--- src/rtl/conv_output_writer.sv ---
// Output writer: one-pixel holding register between the PE result port and the next layer's FIFO,
// with frame position tracking. Optional build macro OUTPUT_RELU_EN clamps negative lanes at capture.
module conv_output_writer #(
  parameter int DATA_WIDTH  = 16,
  parameter int OUT_CHANNEL = 16,
  parameter int IN_WIDTH    = 512,
  parameter int IN_HEIGHT   = 256,
  parameter int KERNEL_0    = 4,
  parameter int KERNEL_1    = 4,
  parameter int DILATION_0  = 2,
  parameter int DILATION_1  = 2,
  parameter int PADDING_0   = 2,
  parameter int PADDING_1   = 2,
  parameter int STRIDE_0    = 5,
  parameter int STRIDE_1    = 5,
  parameter int PIXEL_WIDTH = DATA_WIDTH * OUT_CHANNEL
) (
  input  logic                   clk,
  input  logic                   rst_n,
  input  logic                   i_valid,
  input  logic [PIXEL_WIDTH-1:0] i_data,
  output logic                   o_ack,
  output logic                   fifo_wr_en,
  output logic [PIXEL_WIDTH-1:0] fifo_wr_data,
  input  logic                   fifo_almost_full,
  output logic                   o_frame_done,
  output logic                   o_busy
);

  localparam int WINDOW_0   = DILATION_0 * (KERNEL_0 - 1) + 1;
  localparam int WINDOW_1   = DILATION_1 * (KERNEL_1 - 1) + 1;
  localparam int OUT_WIDTH  = (IN_WIDTH  + 2 * PADDING_1 - WINDOW_1) / STRIDE_1 + 1;
  localparam int OUT_HEIGHT = (IN_HEIGHT + 2 * PADDING_0 - WINDOW_0) / STRIDE_0 + 1;
  localparam int COL_W      = $clog2(OUT_WIDTH) + 1;
  localparam int ROW_W      = $clog2(OUT_HEIGHT) + 1;
  localparam logic [COL_W-1:0] COL_LAST = COL_W'(OUT_WIDTH - 1);
  localparam logic [ROW_W-1:0] ROW_LAST = ROW_W'(OUT_HEIGHT - 1);

  // Value stored in the holding register for an incoming PE pixel.
  function automatic logic [PIXEL_WIDTH-1:0] capture_fn(input logic [PIXEL_WIDTH-1:0] pix);
    logic [PIXEL_WIDTH-1:0] res;
    res = pix;
`ifdef OUTPUT_RELU_EN
    for (int i = 0; i < OUT_CHANNEL; i++) begin
      if (pix[i*DATA_WIDTH + DATA_WIDTH - 1]) begin
        res[i*DATA_WIDTH +: DATA_WIDTH] = {DATA_WIDTH{1'b0}};
      end else begin
        res[i*DATA_WIDTH +: DATA_WIDTH] = pix[i*DATA_WIDTH +: DATA_WIDTH];
      end
    end
`endif
    return res;
  endfunction

  logic                   hold_valid_r;
  logic [PIXEL_WIDTH-1:0] hold_data_r;
  logic [COL_W-1:0]       col_cnt_r;
  logic [ROW_W-1:0]       row_cnt_r;
  logic                   frame_done_r;

  logic drain_s;
  logic accept_s;
  logic col_limit_s;
  logic row_limit_s;

  // Handshake decode: a drain frees the slot, so a new pixel can be taken in the same cycle.
  always_comb begin
    drain_s     = 1'b0;
    accept_s    = 1'b0;
    col_limit_s = 1'b0;
    row_limit_s = 1'b0;
    drain_s     = hold_valid_r & ~fifo_almost_full;
    accept_s    = i_valid & (~hold_valid_r | drain_s);
    col_limit_s = (col_cnt_r == COL_LAST);
    row_limit_s = (row_cnt_r == ROW_LAST);
  end

  assign o_ack        = accept_s;
  assign fifo_wr_en   = drain_s;
  assign fifo_wr_data = hold_data_r;
  assign o_busy       = hold_valid_r;
  assign o_frame_done = frame_done_r;

  // Holding register occupancy flag.
  always_ff @(posedge clk or negedge rst_n) begin
    if (!rst_n) begin
      hold_valid_r <= 1'b0;
    end else if (accept_s) begin
      hold_valid_r <= 1'b1;
    end else if (drain_s) begin
      hold_valid_r <= 1'b0;
    end else begin
      hold_valid_r <= hold_valid_r;
    end
  end

  // Pixel payload; deliberately unreset since it is qualified by hold_valid_r.
  always_ff @(posedge clk) begin
    if (accept_s) begin
      hold_data_r <= capture_fn(i_data);
    end else begin
      hold_data_r <= hold_data_r;
    end
  end

  // Output raster position and end-of-frame pulse, advanced per pixel written.
  always_ff @(posedge clk or negedge rst_n) begin
    if (!rst_n) begin
      col_cnt_r    <= {COL_W{1'b0}};
      row_cnt_r    <= {ROW_W{1'b0}};
      frame_done_r <= 1'b0;
    end else begin
      frame_done_r <= drain_s & col_limit_s & row_limit_s;
      if (drain_s) begin
        if (col_limit_s) begin
          col_cnt_r <= {COL_W{1'b0}};
          if (row_limit_s) begin
            row_cnt_r <= {ROW_W{1'b0}};
          end else begin
            row_cnt_r <= row_cnt_r + ROW_W'(1);
          end
        end else begin
          col_cnt_r <= col_cnt_r + COL_W'(1);
          row_cnt_r <= row_cnt_r;
        end
      end else begin
        col_cnt_r <= col_cnt_r;
        row_cnt_r <= row_cnt_r;
      end
    end
  end

endmodule

--- config.mk ---
export PLATFORM = sky130hd
export DESIGN_NAME = conv_output_writer
export DESIGN_NICKNAME = d
export VERILOG_FILES = /design/src/rtl/conv_output_writer.sv
export SDC_FILE = /design/constraint.sdc
export NUM_CORES = 1
export LEC_CHECK = 0
export ABC_AREA = 0
export CAP_MARGIN = 20
export CORE_AREA = 2 2 200 202
export CTS_CLUSTER_SIZE = 16
export DETAILED_ROUTE_END_ITERATION = 8
export DIE_AREA = 0 0 202 204
export DONT_BUFFER_PORTS = 1
export SLEW_MARGIN = 30
export SYNTH_ARGS = -nofsm -noshare
export SYNTH_HDL_FRONTEND = slang
export SYNTH_SLANG_ARGS = --single-unit
--- constraint.sdc ---
create_clock -name clk -period 32.7 [get_ports clk]
set_clock_uncertainty 0.05 [all_clocks]
set_input_delay 3.27 -clock clk [delete_from_list [all_inputs] [get_ports clk]]
set_output_delay 3.27 -clock clk [all_outputs]
set_load 0.005 [all_outputs]
* After elaboration in Yosys (flattened, before gate mapping)
Index checks and enable logic that the tools add are counted.
Word-level totals: register bits after elaboration 273, input bits 260, output and inout port bits 260
Operators by class: add/sub/neg operators 2, equality and inequality tests 2, multiplexer cells 4, bitwise gates (word level) 7, reductions and logical operators 2
Operator list (count):
- $add 8x1->8 const B | 1
- $eq 8x7->1 const B | 1
- $mux 8 | 1
- $add 7x1->7 const B | 1
- $eq 7x6->1 const B | 1
- $mux 7 | 1
- $and 1x1->1 | 4
- $mux 1 | 2
- $not 1->1 | 2
- $reduce_and 2->1 | 1
- $reduce_bool 2->1 | 1
- $or 1x1->1 | 1

* Depth between registers and ports, before layout
word-level depth 5, mapped depth 7

* Worst setup path before layout
Ideal clock, no wire load.
kind input to output, start point in fifo_almost_full, end point out o_ack, arrival time 21.795 ns, required time 29.380 ns, slack 7.585 ns, stages on the path 1, path buffers 0, cells stage by stage a21boi_0
Between the ends: word-level cells in the longest chain between the ends 4
RTL lines:
- start: declaration | RTL line 25 | input logic fifo_almost_full,
- $not 1->1 | RTL line 72 | drain_s = hold_valid_r & ~fifo_almost_full;
- $and 1x1->1 | RTL line 72
- $or 1x1->1 | RTL line 73 | accept_s = i_valid & (~hold_valid_r | drain_s);
- $and 1x1->1 | RTL line 73
- end: declaration | RTL line 22 | output logic o_ack,
Every way passes these cells.

* Worst setup path after layout
start point in fifo_almost_full, end point out fifo_wr_en
Between the ends: word-level cells in the longest chain between the ends 2
RTL lines:
- $not 1->1 | RTL line 72
- $and 1x1->1 | RTL line 72
- end: declaration | RTL line 23 | output logic fifo_wr_en,
Every way passes these cells.

==> summary.txt <==
Status
  • Status: completed

GRT
  • Total gr overflow: 0
  • Vias in the first global route: 3582
  • Gr usage total: 0.109
  • Initial antenna violation count: 14
  • Largest net degree at the start of global routing: 199
  • First-pass GRT wire length: 31500 µm

Placed design
  • DP HPWL: 18600 µm
  • Number of buffer cells added on primary ports: 0
  • DP Area: between 9000 and 10000 µm²
  • GPL Wtd Cong: 0.806
  • Placed Instances: 864
  • Pre-CTS WS: between 20 and 30 ns

Timing
  • Worst slew pin tran: 0.815 ns
  • Final Worst Setup Slack: 25.66 ns
  • Final setup vio count: 0
  • Final critical-path required period: 7.05 ns
  • Slew headroom: 0.453
  • Final Hold Viols: 0
  • Tcrit/Tclk final: 0.215
  • Slew Viols, Final: 0
  • RSZ-0062 raised after global routing: false
  • FMAX: ~140 MHz
  • WHS: between 0.4 and 0.5 ns
  • Final TNS setup: 0 ns

Worst setup path
  • Worst setup EP type: output pin
  • Worst EP arrival: 3.73 ns
  • Reg2reg start: o_busy
  • Crit-path cells: nand2b_1 > inv_1
  • CP max stage cell: nand2b_1
  • CP Launch Point: fifo_almost_full
  • Cell family with most CP delay: simple AND/OR/NAND/NOR gates
  • Setup CP Type: in2out
  • Critical Path Fanout Max: 9
  • CP startpoint kind: input port
  • WP data required: 29.38 ns
  • Crit-path max cell delay: 0.27 ns
  • Worst path bufs/invs: 1

Clock network
  • Clock latency on the worst-skew pair: 0.55 ns
  • Clock Tree Root: clkbuf_16
  • CTS H-Tree Depth: 1
  • Maximum clock path buffer count: 3
  • Buffer count from post-CTS setup fixing: 0
  • CTS Buf Count: 30
  • Worst-path clk slew: 0.06 ns
  • TritonCTS Sinks: 273
  • Hold buffers post-CTS: 0
  • CTS tree: built
  • Cts repair resizes: 0

Synthesis
  • Syn. warnings: 0
  • Yosys cell types: 37
  • Post-Syn Area per Cell: around 25 µm²
  • Netlist Area Pre-Place: 8600 µm²
  • Post-synthesis sequential area ratio: 0.943
  • Post-synthesis cell count: 339
  • Flop and latch count out of synthesis: 273
  • Synthesized net count: 603

Pwr
  • VDD IR max: 0.0000363 V
  • PwrDens: around 75 nW/µm²
  • Tot Pwr: 0.774 mW
  • Leakage: 3.35 nW

Routing
  • Post-Route WL: 24500 µm
  • DR WL/cell: 26.5 µm
  • Vias/cell: 3.92
  • DRT antenna net count: 0
  • Vias: 3606
  • First-pass DRT Iterations: 4
  • Drt initial violations: 250
  • # DRC: 0

Worst hold path
  • Min-delay src: col_cnt_r[4]
  • Worst Hold Class: reg2reg

Final layout
  • Share of cells above drive strength 1: 0.154
  • Area grow syn2layout: 19.5%
  • Design area: 10300 µm²
  • Fillers: 3878
  • Final core utilization: 0.262
  • Nets@finish: approximately 640
  • Finished Layout Cells: 921

Die
  • Die width: 202 µm
  • DIE HEIGHT: 204 µm
  • CORE AREA: ~40000 µm²
  • Die area: a little over 40000 µm²
  • Row cnt: 73
  • Ports: 520
  • Initial Util: 0.219

Flow run
  • Max-cap viol count: 0
cells by family after synthesis:
logic type                 Yosys count  share of synthesized area
muxes                                5                    0.00640
xor gates and xnor gates             4                    0.00407
buffers and inverters                5                    0.00393
and+or+nand+nor                     35                     0.0255
DFF                                273                      0.943
adders and majority gates            4                    0.00582
AOI/OAI and AO/OA                   13                     0.0109
where the power goes:
part           switching, mW  total [mW]  internal (mW)
combinational         0.0137      0.0185        0.00480
clock                  0.141       0.331          0.190
sequential            0.0161       0.424          0.408
total                  0.170       0.774          0.603
final timing paths:
path,end,slack [ns],cells after the start
hold / removal,col_cnt_r[4],0.47,1
max in group asynchronous,row_cnt_r[3],30.16,0
hold reg to reg,col_cnt_r[4],0.47,1
setup reg to reg,fifo_wr_data[128],29.86,4
setup / recovery,fifo_wr_en,25.66,2
min in group asynchronous,col_cnt_r[2],2.36,0
area by class of cell:
| cell class | count | area (µm²) | share of cell area |
|---|---|---|---|
| diodes | 1 | 2.50 | 0.000243 |
| inverters | 3 | 11.3 | 0.00110 |
| flip-flops and latches | 273 | 8110 | 0.789 |
| clock inverters | 22 | 191 | 0.0186 |
| clock buffers | 33 | 783 | 0.0762 |
| well taps | 525 | 657 | 0.0639 |
| repair buffers | 3 | 55.1 | 0.00536 |
| multi-input cells | 61 | 464 | 0.0452 |
cell usage after synthesis, drive strengths merged:
master,number,area (µm²)
nand4bb,1,11.3
buf,2,22.5
a22o,2,17.5
and3,1,6.26
nor3,3,15.0
nand4,2,12.5
a21boi,1,7.51
nand4b,1,8.76
nor2,8,30.0
mux2,4,45.0
or3,1,7.51
nor2b,2,12.5
dfrtp,17,425
o31ai,1,7.51
a21oi,1,5.00
and4,2,18.8
or2,1,6.26
inv,3,11.3
xnor2,2,17.5
edfxtp,256,7690
nand3,3,15.0
o211ai,1,7.51
and4b,1,11.3
mux2i,1,10.0
nand2b,3,21.3
nor4,1,21.3
and2,1,6.26
o21ai,4,23.8
ha,4,50.1
a21o,3,25.0
nand2,4,15.0
xor2,2,17.5
metal layers:
metal | track usage | vias to the layer above | share of wire
met4 | 0.0289 | 14 | 0.021
met2 | 0.186 | 295 | 0.50
met3 | 0.0558 | 61 | 0.12
met5 | 0 | - | 0.0040
met1 | 0.121 | 1812 | 0.36
li1 | - | 1424 | -
flip-flops by register name, indices dropped and copies added, names as in the netlist:
signal	count
col_cnt_r	8
fifo_wr_data	256
o_busy	1
o_frame_done	1
row_cnt_r	7
placed cells by master, fill, tap and decap left out, drive strengths merged, types with 3 or more instances in the layout:
cell | netlist | layout
edfxtp | 256 | 256
ha | 4 | 4
buf | 2 | 3
dfrtp | 17 | 17
inv | 3 | 9
nor2 | 8 | 8
nand3 | 3 | 3
clkinv | 0 | 10
o21ai | 4 | 4
clkbuf | 0 | 33
a21o | 3 | 3
nand2b | 3 | 3
mux2 | 4 | 4
clkinvlp | 0 | 4
nand2 | 4 | 4
nor3 | 3 | 3
worst register-to-register path, stage by stage, from the launching register on:
cell,delay [ns]
dfrtp_1,0.46
a21boi_4,0.20
buf_4,0.62
buf_12,0.50
buf_16,0.44
Power figures use the tool's default switching activity.
